`src/rtl/bsg_cache_nb_to_test_dram_wr_sched_pkg.sv`:
```
// Shared definitions for the cache-to-test-DRAM write scheduler slice.
//   wr_sched_state_e : scheduler FSM state encoding
//   safe_clog2       : log2 that never returns 0, so 1-entry widths stay legal
package bsg_cache_nb_to_test_dram_wr_sched_pkg;

  typedef enum logic {
    e_idle = 1'b0,
    e_send = 1'b1
  } wr_sched_state_e;

  function automatic int safe_clog2(input int n);
    return (n <= 1) ? 1 : $clog2(n);
  endfunction

endpackage

```
`src/rtl/bsg_arb_round_robin.sv`:
```
// Round-robin arbiter.
// Grants the first requester at or after the pointer. The pointer moves to
// winner+1 (mod width_p) only when the grant is actually taken (yumi_i).
// Ports:
//   clk_i, reset_i : clock, synchronous active-high reset (pointer -> 0)
//   reqs_i         : request vector
//   grants_o       : one-hot grant (combinational from reqs_i and pointer)
//   v_o            : some request is being granted
//   tag_o          : index of the granted requester
//   yumi_i         : grant consumed this cycle; advance the pointer
module bsg_arb_round_robin
  import bsg_cache_nb_to_test_dram_wr_sched_pkg::*;
#(
  parameter  int width_p     = 4,
  localparam int lg_width_lp = safe_clog2(width_p)
) (
  input  logic                   clk_i,
  input  logic                   reset_i,
  input  logic [width_p-1:0]     reqs_i,
  output logic [width_p-1:0]     grants_o,
  output logic                   v_o,
  output logic [lg_width_lp-1:0] tag_o,
  input  logic                   yumi_i
);

  logic [lg_width_lp-1:0] ptr_q, ptr_d;

  always_comb begin
    int unsigned idx;
    grants_o = '0;
    v_o      = 1'b0;
    tag_o    = '0;
    idx      = 0;
    // Scan starting at the pointer, wrapping once; first hit wins.
    for (int i = 0; i < width_p; i++) begin
      idx = int'(ptr_q) + i;
      if (idx >= width_p) idx = idx - width_p;
      if (!v_o && reqs_i[lg_width_lp'(idx)]) begin
        v_o   = 1'b1;
        tag_o = lg_width_lp'(idx);
      end
    end
    if (v_o) grants_o[tag_o] = 1'b1;
  end

  always_comb begin
    ptr_d = ptr_q;
    if (yumi_i && v_o) begin
      ptr_d = (int'(tag_o) == width_p - 1) ? '0 : tag_o + 1'b1;
    end
  end

  always_ff @(posedge clk_i) begin
    if (reset_i) ptr_q <= '0;
    else         ptr_q <= ptr_d;
  end

endmodule

```
`src/rtl/bsg_cache_nb_to_test_dram_wr_sched.sv`:
```
// Write-side scheduler in front of the non-blocking-cache to test-DRAM
// transmit datapath. Picks one cache's dirty block round-robin, then walks
// it beat by beat, issuing per beat one DRAM write command and one tag/mask
// entry to the transmit tag FIFO, in the same order on both streams.
//
// Handshakes:
//   dma_wr_v_i/dma_wr_yumi_o : yumi is asserted only in a cycle where the
//     matching valid is high; the block is taken in that cycle.
//   tx_v_o/tx_ready_i        : valid-then-ready; transfer when both high.
//     tx_v_o never depends on tx_ready_i.
//   dram_cmd_v_o/dram_cmd_yumi_i : consumer asserts yumi only while valid.
//
// Ports:
//   core_clk_i, core_reset_i : clock, synchronous active-high reset
//   dma_wr_v_i/addr_i/mask_i : per-cache block requests (flattened, cache i
//                              at slice i)
//   dma_wr_yumi_o            : one-hot request accept
//   tx_v_o/tag_o/mask_o      : tag FIFO entry (cache id, beat word mask)
//   tx_ready_i               : tag FIFO ready
//   dram_cmd_v_o/addr_o      : DRAM write command (beat byte address)
//   dram_cmd_yumi_i          : command consumed
//   busy_o                   : high while a block is being sent
module bsg_cache_nb_to_test_dram_wr_sched
  import bsg_cache_nb_to_test_dram_wr_sched_pkg::*;
#(
  parameter  int num_cache_p           = 4,
  parameter  int data_width_p          = 32,
  parameter  int block_size_in_words_p = 8,
  parameter  int dram_data_width_p     = 128,
  parameter  int addr_width_p          = 28,
  parameter  int skip_zero_mask_p      = 1,
  localparam int num_req_lp        = block_size_in_words_p*data_width_p/dram_data_width_p,
  localparam int words_per_beat_lp = block_size_in_words_p/num_req_lp,
  localparam int lg_num_cache_lp   = safe_clog2(num_cache_p)
) (
  input  logic                                      core_clk_i,
  input  logic                                      core_reset_i,
  input  logic [num_cache_p-1:0]                    dma_wr_v_i,
  input  logic [num_cache_p*addr_width_p-1:0]       dma_wr_addr_i,
  input  logic [num_cache_p*block_size_in_words_p-1:0] dma_wr_mask_i,
  output logic [num_cache_p-1:0]                    dma_wr_yumi_o,
  output logic                                      tx_v_o,
  output logic [lg_num_cache_lp-1:0]                tx_tag_o,
  output logic [words_per_beat_lp-1:0]              tx_mask_o,
  input  logic                                      tx_ready_i,
  output logic                                      dram_cmd_v_o,
  output logic [addr_width_p-1:0]                   dram_cmd_addr_o,
  input  logic                                      dram_cmd_yumi_i,
  output logic                                      busy_o
);

  localparam int lg_num_req_lp  = safe_clog2(num_req_lp);
  localparam int beat_bytes_lp  = dram_data_width_p / 8;
  localparam int block_bytes_lp = block_size_in_words_p * data_width_p / 8;
  localparam logic [addr_width_p-1:0] block_off_mask_lp = addr_width_p'(block_bytes_lp - 1);

  wr_sched_state_e state_q, state_d;
  logic [lg_num_req_lp-1:0]         k_q, k_d;
  logic                             cmd_sent_q, cmd_sent_d;
  logic                             tx_sent_q, tx_sent_d;
  logic [lg_num_cache_lp-1:0]       id_q, id_d;
  logic [addr_width_p-1:0]          base_q, base_d;
  logic [block_size_in_words_p-1:0] mask_q, mask_d;

  // Arbiter
  logic [num_cache_p-1:0]     arb_grants;
  logic                       arb_v;
  logic [lg_num_cache_lp-1:0] arb_tag;
  logic                       grant_accept;

  // Accept is valid -> yumi only; downstream ready plays no part. Reset
  // gates it so no cache is yumied while the block is being reset.
  assign grant_accept = (state_q == e_idle) && arb_v && !core_reset_i;

  bsg_arb_round_robin #(
    .width_p(num_cache_p)
  ) arb (
    .clk_i   (core_clk_i),
    .reset_i (core_reset_i),
    .reqs_i  (dma_wr_v_i),
    .grants_o(arb_grants),
    .v_o     (arb_v),
    .tag_o   (arb_tag),
    .yumi_i  (grant_accept)
  );

  logic [addr_width_p-1:0]          req_addr;
  logic [block_size_in_words_p-1:0] req_mask;
  assign req_addr = dma_wr_addr_i[int'(arb_tag)*addr_width_p +: addr_width_p];
  assign req_mask = dma_wr_mask_i[int'(arb_tag)*block_size_in_words_p +: block_size_in_words_p];

  // Per-beat datapath
  logic                         run;
  logic [words_per_beat_lp-1:0] beat_mask;
  logic [addr_width_p-1:0]      beat_addr;
  logic                         skip;
  logic                         cmd_v, tx_v;
  logic                         cmd_done, tx_done, beat_done, last_beat;

  // Everything downstream is silenced during reset, even in the reset
  // cycle where state_q may still read SEND.
  assign run       = (state_q == e_send) && !core_reset_i;
  assign beat_mask = mask_q[int'(k_q)*words_per_beat_lp +: words_per_beat_lp];
  assign beat_addr = base_q + addr_width_p'(int'(k_q) * beat_bytes_lp);
  assign skip      = (skip_zero_mask_p != 0) && (beat_mask == '0);
  assign last_beat = (int'(k_q) == num_req_lp - 1);

  // Each stream holds its valid until its own handshake, then stays quiet
  // until the other stream catches up; the beat retires when both are done.
  assign cmd_v     = run && !skip && !cmd_sent_q;
  assign tx_v      = run && !skip && !tx_sent_q;
  assign cmd_done  = cmd_sent_q || (cmd_v && dram_cmd_yumi_i);
  assign tx_done   = tx_sent_q  || (tx_v && tx_ready_i);
  assign beat_done = run && (skip || (cmd_done && tx_done));

  always_comb begin
    state_d    = state_q;
    k_d        = k_q;
    cmd_sent_d = cmd_sent_q;
    tx_sent_d  = tx_sent_q;
    id_d       = id_q;
    base_d     = base_q;
    mask_d     = mask_q;
    case (state_q)
      e_idle: begin
        if (grant_accept) begin
          state_d    = e_send;
          k_d        = '0;
          cmd_sent_d = 1'b0;
          tx_sent_d  = 1'b0;
          id_d       = arb_tag;
          base_d     = req_addr & ~block_off_mask_lp;
          mask_d     = req_mask;
        end
      end
      e_send: begin
        if (beat_done) begin
          cmd_sent_d = 1'b0;
          tx_sent_d  = 1'b0;
          if (last_beat) begin
            state_d = e_idle;
            k_d     = '0;
          end else begin
            k_d = k_q + 1'b1;
          end
        end else begin
          cmd_sent_d = cmd_done;
          tx_sent_d  = tx_done;
        end
      end
      default: state_d = e_idle;
    endcase
  end

  always_ff @(posedge core_clk_i) begin
    if (core_reset_i) begin
      state_q    <= e_idle;
      k_q        <= '0;
      cmd_sent_q <= 1'b0;
      tx_sent_q  <= 1'b0;
      id_q       <= '0;
      base_q     <= '0;
      mask_q     <= '0;
    end else begin
      state_q    <= state_d;
      k_q        <= k_d;
      cmd_sent_q <= cmd_sent_d;
      tx_sent_q  <= tx_sent_d;
      id_q       <= id_d;
      base_q     <= base_d;
      mask_q     <= mask_d;
    end
  end

  assign dma_wr_yumi_o   = grant_accept ? arb_grants : '0;
  assign dram_cmd_v_o    = cmd_v;
  assign dram_cmd_addr_o = run ? beat_addr : '0;
  assign tx_v_o          = tx_v;
  assign tx_tag_o        = run ? id_q : '0;
  assign tx_mask_o       = run ? beat_mask : '0;
  assign busy_o          = run;

endmodule
```
`config.mk`:
```
export PLATFORM = sky130hd
export DESIGN_NAME = bsg_cache_nb_to_test_dram_wr_sched
export DESIGN_NICKNAME = d
export VERILOG_FILES = /design/src/rtl/bsg_cache_nb_to_test_dram_wr_sched_pkg.sv /design/src/rtl/bsg_arb_round_robin.sv /design/src/rtl/bsg_cache_nb_to_test_dram_wr_sched.sv
export SDC_FILE = /design/constraint.sdc
export NUM_CORES = 1
export LEC_CHECK = 0
export ABC_AREA = 1
export CAP_MARGIN = 20
export CORE_ASPECT_RATIO = 2
export CORE_UTILIZATION = 38
export DETAILED_ROUTE_END_ITERATION = 10
export HOLD_SLACK_MARGIN = 0.03
export PLACE_DENSITY_LB_ADDON = 0.1
export SLEW_MARGIN = 20
export SYNTH_ARGS = -nofsm -noshare
export SYNTH_HDL_FRONTEND = slang
export SYNTH_SLANG_ARGS = --single-unit
```
`constraint.sdc`:
```
create_clock -name core_clk_i -period 2.4 [get_ports core_clk_i]
set_input_delay 0.48 -clock core_clk_i [delete_from_list [all_inputs] [get_ports core_clk_i]]
set_output_delay 0.48 -clock core_clk_i [all_outputs]
set_load 0.01 [all_outputs]
```
**Word level (Yosys, flattened, before mapping)**

Index checks and enable logic that the tools add are counted.

- Bits in registers: 39
- Bits of input ports: 152
- Output and inout bits: 41
- Logic and storage cells: 104

- Add/subtract/negate cells: 10
- Multipliers: 1
- Order comparisons: 10
- Equal/unequal tests: 3
- Shift operators: 3
- Muxes and demuxes: 40
- Bitwise operators: 1
- Reduce and logical (&&, ||, !) cells: 28

Operator list:

| cell | count |
|---|---|
| indexed part select 112 x 8 -> 28 bit | 1 |
| indexed part select 32 x 6 -> 8 bit | 1 |
| adder 28 x 5 -> 28 bit | 1 |
| two-way mux 28 bit | 1 |
| two-way mux 2 bit | 10 |
| two-way mux 1 bit | 17 |
| logical AND 1 bit | 15 |
| < comparator 2 x 3 -> 1 bit, second input constant | 5 |
| two-way mux 4 bit | 3 |
| greater-or-equal comparator 3 bit, second input constant | 3 |
| binary-select mux 1 bit (select 2 bit) | 4 |
| case mux 1 bit (2 select lines) | 4 |
| indexed part select 8 x 4 -> 4 bit | 1 |
| subtractor 2 x 1 -> 2 bit, second input constant | 4 |
| logical NOT 1 bit | 7 |
| adder 2 x 2 -> 3 bit, second input constant | 2 |
| multiplier 2 x 3 -> 5 bit, second input constant | 1 |
| logical NOT 4 bit | 1 |
| inequality test 2 x 1 -> 1 bit, second input constant | 2 |
| AND reduction 2 bit | 2 |
| adder 2 x 1 -> 3 bit, second input constant | 1 |
| greater-or-equal comparator 2 x 3 -> 1 bit, second input constant | 1 |
| logical OR 1 bit | 3 |
| adder 2 x 1 -> 2 bit, second input constant | 1 |
| 5 further kinds | 5 |

**Depth between registers and ports, before layout**

Gate-level depths: netlist of the first run.

- Depth after elaboration: 20
- Gate-level depth with buffers: 15
- Mapped depth without buffers: 15

**Modules after synthesis**

Synthesis of the first run repeated with hierarchy kept, for this count alone.

- Cells, all modules: 502
- Area, all modules: 2890.3 um2

Modules (own cells, without submodules):

| module | times used | cells an instance | area an instance (um2) | seq. area each (um2) |
|---|---|---|---|---|
| bsg_cache_nb_to_test_dram_wr_sched | 1 | 418 | 2429.8 | 740.7 |
| bsg_arb_round_robin | 1 | 84 | 460.4 | 40.0 |

**Least setup slack after synthesis of the first run**

OpenSTA, ideal clock, no wires.

- Path kind: input port to output port
- Start point: in dma_wr_v_i[3]
- End point: out dma_wr_yumi_o[3]
- Arrival: 1832 ps
- Required time: 1920 ps
- Setup slack: 88 ps
- Stages on the path: 13
- Path buffers: 1
- Cell sequence: inv_1 -> nand2_1 -> nand3_1 -> nand2_2 -> nor2_4 -> nand3_1 -> nand3_1 -> nand2_4 -> inv_2 -> buf_4 -> ha_1 -> inv_1 -> nor2_1

- Word-level cells in the longest chain between the ends: 18
- Elaborated cells between the ends (all ways): 31
- Those cells by class: order compare: 2; mux: 20; reduce/logical: 9

Ends and longest elaborated chain:

| element | line | source |
|---|---|---|
| start: declaration | bsg_cache_nb_to_test_dram_wr_sched.sv:38 | `input logic [num_cache_p-1:0] dma_wr_v_i,` |
| binary-select mux 1 bit (select 2 bit) | bsg_arb_round_robin.sv:38 | `if (!v_o && reqs_i[lg_width_lp'(idx)]) begin` |
| two-way mux 1 bit (implied by the code) | bsg_arb_round_robin.sv:38 |  |
| two-way mux 1 bit | bsg_arb_round_robin.sv:38 |  |
| logical NOT 1 bit | bsg_arb_round_robin.sv:38 |  |
| logical AND 1 bit | bsg_arb_round_robin.sv:38 |  |
| two-way mux 1 bit | bsg_arb_round_robin.sv:38 |  |
| logical NOT 1 bit | bsg_arb_round_robin.sv:38 |  |
| logical AND 1 bit | bsg_arb_round_robin.sv:38 |  |
| [3 not listed] | - |  |
| two-way mux 2 bit * | bsg_arb_round_robin.sv:38 |  |
| via arb.tag_o[1] | bsg_arb_round_robin.sv:22 | `output logic [lg_width_lp-1:0] tag_o,` |
| < comparator 2 x 3 -> 1 bit (implied by the code) or greater-or-equal comparator 2 x 1 -> 1 bit (tied branches) | bsg_arb_round_robin.sv:43 | `if (v_o) grants_o[tag_o] = 1'b1;` |
| logical AND 1 bit (implied by the code) | bsg_arb_round_robin.sv:43 |  |
| two-way mux 1 bit (implied by the code) | bsg_arb_round_robin.sv:43 |  |
| demux 1 bit (select 2 bit) * | - |  |
| two-way mux 4 bit * | bsg_arb_round_robin.sv:43 |  |
| two-way mux 4 bit * | bsg_cache_nb_to_test_dram_wr_sched.sv:175 | `assign dma_wr_yumi_o = grant_accept ? arb_grants : '0;` |
| end: declaration | bsg_cache_nb_to_test_dram_wr_sched.sv:41 | `output logic [num_cache_p-1:0] dma_wr_yumi_o,` |

Mark *: on every way through the listed nets, which the timed path passes. The rest lies on a longest branch. The select of a mux whose other input is x is not followed.

**Final worst setup path of the first run**

- Start point: reg arb.ptr_q[0]
- End point: out dma_wr_yumi_o[0]

- Word-level cells in the longest chain between the ends: 20
- Elaborated cells between the ends (all ways): 46
- Those cells by class: add/sub: 7; order compare: 6; mux: 24; reduce/logical: 9

Ends and longest elaborated chain:

| element | line | source |
|---|---|---|
| start: declaration | bsg_arb_round_robin.sv:26 | `logic [lg_width_lp-1:0] ptr_q, ptr_d;` |
| start signal: assignment | bsg_arb_round_robin.sv:55 | `else ptr_q <= ptr_d;` |
| branches (longest 19 deep; another with adder 2 x 1 -> 3 bit) | - |  |
| two-way mux 4 bit * | bsg_cache_nb_to_test_dram_wr_sched.sv:175 |  |

Mark *: on every way between the ends. The select of a mux whose other input is x is not followed.

==> results of run 1 <==
## synthesized netlist by cell type
cell      instances  area share
clkbuf_1          9       0.011
dfxtp_1          39        0.25
nand3_1          87        0.14
inv_1            35       0.043
nand2_4           2      0.0073
nand2_1         246        0.30
clkinv_1          3      0.0037
o21bai_1          2      0.0049
a21oi_1           7       0.011
buf_2            14       0.023
buf_4             7       0.017
conb_1            1      0.0012
nor2_1           73       0.089
nand3_2           1      0.0033
o21ai_0          21       0.034
buf_1             3      0.0037
nand2_2           1      0.0020
nand3_4           2       0.011
nand4_1           1      0.0020
ha_1              4       0.016
nor2_4            2      0.0073
inv_2             6      0.0073
buf_6             1      0.0037
## layer usage
metal	track usage	part of all wire	vias to the layer above
li1	-	-	2120
met5	0	0	-
met1	0.261	0.33	1896
met3	0.0599	0.061	46
met4	0.201	0.061	0
met2	0.568	0.54	180
## critical path, delay by kind of cell, from the launching register on
| kind | cells | cell delay [ns] |
|---|---|---|
| and+or+nand+nor | 9 | 0.71 |
| DFF | 1 | 0.36 |
| buffers and inverters | 5 | 0.55 |
| adders and majority gates | 1 | 0.15 |
## stage by stage
step           instances  instance area (sq um)
3_3_place_gp         837                   5030
2_1_floorplan        570                   3080
4_1_cts              851                   5400
6_report             853                   5490
3_5_place_dp         837                   5030
5_1_grt              853                   5490
## flip-flops by register name, summed over array words and instances (netlist names)
signal      count
tx_sent_q       1
mask_q          8
id_q            2
state_q         1
arb.ptr_q       2
k_q             1
base_q         23
cmd_sent_q      1
## power by group through the flow
stage / Sequential [mW] / Combinational (mW) / Clock (mW)
2_1_floorplan: 1.03 / 2.09 / 0
3_3_place_gp: 1.07 / 3.20 / 0
3_5_place_dp: 1.08 / 3.28 / 0
4_1_cts: 1.07 / 3.57 / 0.871
5_1_grt: 1.10 / 4.20 / 0.896
6_report: 1.07 / 3.78 / 0.859
## timing repair
item,CTS,global route
pin swaps,23,14
endpoints found under the setup margin,62,45
buffers inserted,6,2
resized for setup,76,18
endpoints found under the hold margin,0,0
## path summary, 6_finish.rpt
check | from | cells after the start | slack, ns | to
min | mask_q[1]$_SDFFE_PP0P_ | 2 | 0.47 | mask_q[1]$_SDFFE_PP0P_
max reg2reg | arb.ptr_q[0]$_SDFFE_PP0P_ | 15 | 0.03 | base_q[21]$_SDFFE_PP0P_
max | arb.ptr_q[0]$_SDFFE_PP0P_ | 15 | -0.14 | dma_wr_yumi_o[0]
min reg2reg | mask_q[1]$_SDFFE_PP0P_ | 2 | 0.47 | mask_q[1]$_SDFFE_PP0P_
## cell type report
cell class	instances	area [sq um]
multi-input combinational	453	2130
tap	96	120
clock buffer	6	129
clock inverter	2	60.1
fill	718	2400
sequential	39	786
inverter	44	170
timing repair buffer	213	2100
## cells by family (layout without fill, tap and decap cells)
group / count (synthesis) / count (layout)
AOI/OAI and AO/OA: 30 / 30
and+or+nand+nor: 415 / 415
DFF: 39 / 39
other: 1 / 4
buffers and inverters: 78 / 265
adders and majority gates: 4 / 4
==> flow_summary.toml, run 1 <==
[sta]
hold_ws_ns = 0.470
final.setup.tns_ns = -0.487
hold_viol_final = 0
clock.fmax_ghz = 0.394
layout_min_cycle_time_ns = 2.54
clock_skew_ns = 0.00609
worst_slack_ns = -0.139
rsz0062_at_grt = "true"
finalSetupViolations = 4
fin_crit_sh = 1.06
drv_slew = 0

[synth]
syn_avg_cell_area_sq_um = 5.41
ys_ff_latch = 39
syn_inst = 567
muxShareOfSynthArea = 0
yosys.cell_types.count = 23
syn_area_sq_um = 3070
synth_top_family_by_area = "simple AND/OR/NAND/NOR gates"
synth_xor_area_frac = 0
synth_compound_area_frac = 0.0506
synthAdderAreaFrac = 0.0163
yosysSeqAreaShare = 0.254
yosysWarningCount = 0
synth-simple-area-share = 0.565

[pwr]
leakagePower_nw = 2.62
peakVddDrop_mv = 1.09
power_mw = 5.71
combPwrFrac = 0.662
seq_power_share = 0.188
clock_power_share = 0.151
switching_power_mw = 2.58
switching_share = 0.451
internal-power_mw = 3.13
power_density_nw_per_um2 = 1040

[clock_tree]
ctsHoldBuffers = 0
clockRootBuffer = "clkbuf_16"
cts-htree-levels = 2
cts_tree = "done"
clock_latency_ns = 0.28
clk_pin_slew_ns = 0.06
cts_sinks = 39
cts_buffer_depth = 2
numCtsBuffers = 5

[detailed_routing]
drtPass1Iterations = 5
drc = 0
drt_wl_total_mm = 12.0
via_per_inst = 4.97
vias = 4242
drt_iter0_markers = 168
wire_per_inst_microns = 14.1
ant_nets = 0

[global_routing]
grt_pass1_vias = 4202
grt-ovfl-total = 0
grt_max_degree = 45
grt_pass1_wl_mm = 19.1
antenna_found_initial = 0
grt_usage = 0.295

[worst_setup_path]
crit_fanout = 4
crit_path_start_kind = "flip-flop"
cp_data_required_time_ns = 1.92
worstSetupEndpointType = "primary output"
crit_slowest_cell = "dfxtp_4"
arrival_ns = 2.06
crit_top_cell = "nand2_2"
path_class = "reg2out"
worstPathCellList = "buf_6 > buf_6 > nand2_2 > nand2_2 > nand2_2 > nand2_2 > nor2_4 > nand3_2 > nand3_2 > nand2_4 > buf_12 > ha_4 > inv_2 > nor2_1 > buf_2"
critPathMaxStageDelay_ns = 0.36

[floorplanning]
die_w_microns = 65.6
start_util = 0.389
die_h_microns = 129
rows = 46
dieArea_sq_um = 8460
core_area_sq_um = 7890
pin_count = 193

[layout]
area_growth_pct = 78.8
final_cell_mix = "229 x nand2_1, 150 x clkdlybuf4s50_1, 80 x nand3_1"
mostFrequentLayoutCell = "nand2_1"
final_nets = 912
fin_util = 0.696
final_layout_size_suffix_gt1_frac = 0.145
diodes = 0

[place]
finalWeightedCongestion = 0.941
place_hpwl_mm = 9.08
portBuffers = 168
place_ws_ns = -0.752

[outcome]
violations = "setup timing"
status = "complete, but fails checks"

[job]
maxCapViolCount = 0

[worst_hold_path]
hold_path.class = "reg2reg"
Power figures use the tool's default switching activity.
==> run 2, diff against run 1 <==
CAP_MARGIN = 0   (was 20)
==> results of run 2 <==
Same layout as run 1: the final DEF is identical, and so are final timing and power.
==> run 3, diff against run 2 <==
CAP_MARGIN = not set   (was 0)
CORE_UTILIZATION = 55   (was 38)
DONT_BUFFER_PORTS = 1   (was not set)
PLACE_DENSITY_LB_ADDON = 0.25   (was 0.1)
==> flow_summary.toml, run 3 (same netlist as run 1, synthesis figures left out) <==
[sta]
layout_min_cycle_time_ns = 2.49
finalSetupViolations = 4
fin_crit_sh = 1.04
hold_viol_final = 0
hold_ws_ns = 0.227
drv_slew = 0
worst_slack_ns = -0.0879
clock_skew_ns = 0.00696
clock.fmax_ghz = 0.402
rsz0062_at_grt = "true"

[pwr]
switching_share = 0.513
leakagePower_nw = 1.88
combPwrFrac = 0.670
seq_power_share = 0.226
peakVddDrop_mv = 1.27
power_density_nw_per_um2 = 1290
power_mw = 4.82
switching_power_mw = 2.47
internal-power_mw = 2.35
clock_power_share = 0.104

[place]
place_ws_ns = 0.0773
dpl.cell_count = 631
place_hpwl_mm = 6.85
portBuffers = 0
finalWeightedCongestion = 0.898

[layout]
mostFrequentLayoutCell = "nand2_1"
area_growth_pct = 21.5
final_layout_size_suffix_gt1_frac = 0.193
fin_util = 0.688
fillers = 483
final_nets = 747
diodes = 0
regMostFlops = "base_q"
final_cell_mix = "226 x nand2_1, 80 x nand3_1, 67 x nor2_1"
largest_reg_flops = 23
finalNonFillerCells = 652
reg_top3 = "base_q: 23 flops, mask_q: 8 flops"

[detailed_routing]
drtPass1Iterations = 4
vias = 3665
ant_nets = 0
drc = 0
drt_wl_total_mm = 9.53
via_per_inst = 5.62
wire_per_inst_microns = 14.6
drt_iter0_markers = 146

[clock_tree]
cts_buffer_depth = 2
clk_pin_slew_ns = 0.08
cts-htree-levels = 2
cts_sinks = 39
numCtsBuffers = 5
clock_latency_ns = 0.30
cts_tree = "done"
clockRootBuffer = "clkbuf_8"

[worst_setup_path]
reg2reg_setup_slack_ns = 0.13
rr_endpoint = "mask_q[7]$_SDFFE_PP0P_"
crit_path_start_kind = "flip-flop"
arrival_ns = 2.01
critPathMaxStageDelay_ns = 0.38
worstSetupEndpointType = "primary output"
path_class = "reg2out"
crit_slowest_cell = "dfxtp_4"
crit_fanout = 5
worstPathCellList = "buf_6 > nand2_1 > nand2_1 > nand2_4 > nand2_4 > nor2_4 > nand2_1 > nand3_2 > nand2_4 > inv_4 > ha_4 > inv_2 > nor2_4"
rr_worst_depth = 17
cp_data_required_time_ns = 1.92
r2r-start = "arb.ptr_q[0]$_SDFFE_PP0P_"

[floorplanning]
rows = 38
start_util = 0.566
die_h_microns = 108
core_area_sq_um = 5420
pin_count = 193
dieArea_sq_um = 5900
die_w_microns = 54.8

[global_routing]
grt-ovfl-total = 0
grt_pass1_wl_mm = 14.1
grt_max_degree = 40
grt_usage = 0.329
grt_pass1_vias = 3374
antenna_found_initial = 0

[job]
maxCapViolCount = 0

[worst_hold_path]
min_to = "arb.ptr_q[0]$_SDFFE_PP0P_"
min_from = "core_reset_i"
hold_path_depth = 1
hold_path.class = "in2reg"

[outcome]
status = "complete, but fails checks"
violations = "setup timing"
[run 3: changes by cell type in the layout (fill, tap and decap cells not counted), moves of 6 or more]
cell             change
buf_12               -6
buf_4               +10
clkbuf_8             +7
clkdlybuf4s50_1    -150
dlygate4sd2_1       -13
[run 3: through the flow]
step | area (sq um) | TNS (ns)
after CTS | 3430 | 0
after floorplan | 3080 | 0
after global placement | 3250 | 0
after detailed placement | 3250 | 0
final | 3730 | -0.173
after global routing | 3730 | -0.407
[run 3: area by class of cell]
cell class / count / area, sq um / area share
timing repair buffer: 48 / 395 / 0.106
clock buffer: 8 / 100 / 0.0268
inverter: 44 / 181 / 0.0486
sequential: 39 / 788 / 0.211
tap: 60 / 75.1 / 0.0201
multi-input combinational: 453 / 2190 / 0.587
[run 3: what timing repair did]
item | CTS | global route
cloned | 0 | 1
hold buffers | 0 | 0
resized for setup | 17 | 62
pin swaps | 7 | 21
setup buffers | 3 | 9
endpoints found under the setup margin | 4 | 16
hold endpoints to repair | 0 | 0
[run 3: worst max-delay path, delay by kind of cell (launching register included)]
family	cells	cell delay [ns]
adder cells (fa/ha/maj)	1	0.13
flip-flops	1	0.38
AND/OR/NAND/NOR	9	0.89
buffers and inverters	3	0.28
[run 3: power groups by stage]
stage	clock network, mW	registers (mW)	logic (mW)
2_1_floorplan	0	1.03	2.09
3_3_place_gp	0	1.08	2.60
3_5_place_dp	0	1.09	2.68
4_1_cts	0.510	1.08	2.80
5_1_grt	0.539	1.11	3.67
6_report	0.501	1.09	3.23
[run 3: worst max path at each step]
| stage | startpoint | end | depth (start not counted) |
|---|---|---|---|
| after global routing | arb.ptr_q[0]$_SDFFE_PP0P_ | dma_wr_yumi_o[3] | 12 |
| after CTS | arb.ptr_q[0]$_SDFFE_PP0P_ | dma_wr_yumi_o[3] | 13 |
| final | arb.ptr_q[0]$_SDFFE_PP0P_ | dma_wr_yumi_o[3] | 13 |
| after floorplan | dma_wr_v_i[3] | dma_wr_yumi_o[3] | 13 |
| after detailed placement | arb.ptr_q[0]$_SDFFE_PP0P_ | dma_wr_yumi_o[3] | 12 |
| after global placement | dma_wr_v_i[3] | dma_wr_yumi_o[3] | 12 |
[run 3: per-layer routing]
metal  GRT usage  wire length, microns  share of wire  vias up
met4       0.212                   641          0.067        0
li1            -                     -              -     1799
met5           0                     0              0        -
met1       0.317                  3340           0.35     1613
met3      0.0537                   640          0.067       41
met2       0.590                  4910           0.51      212
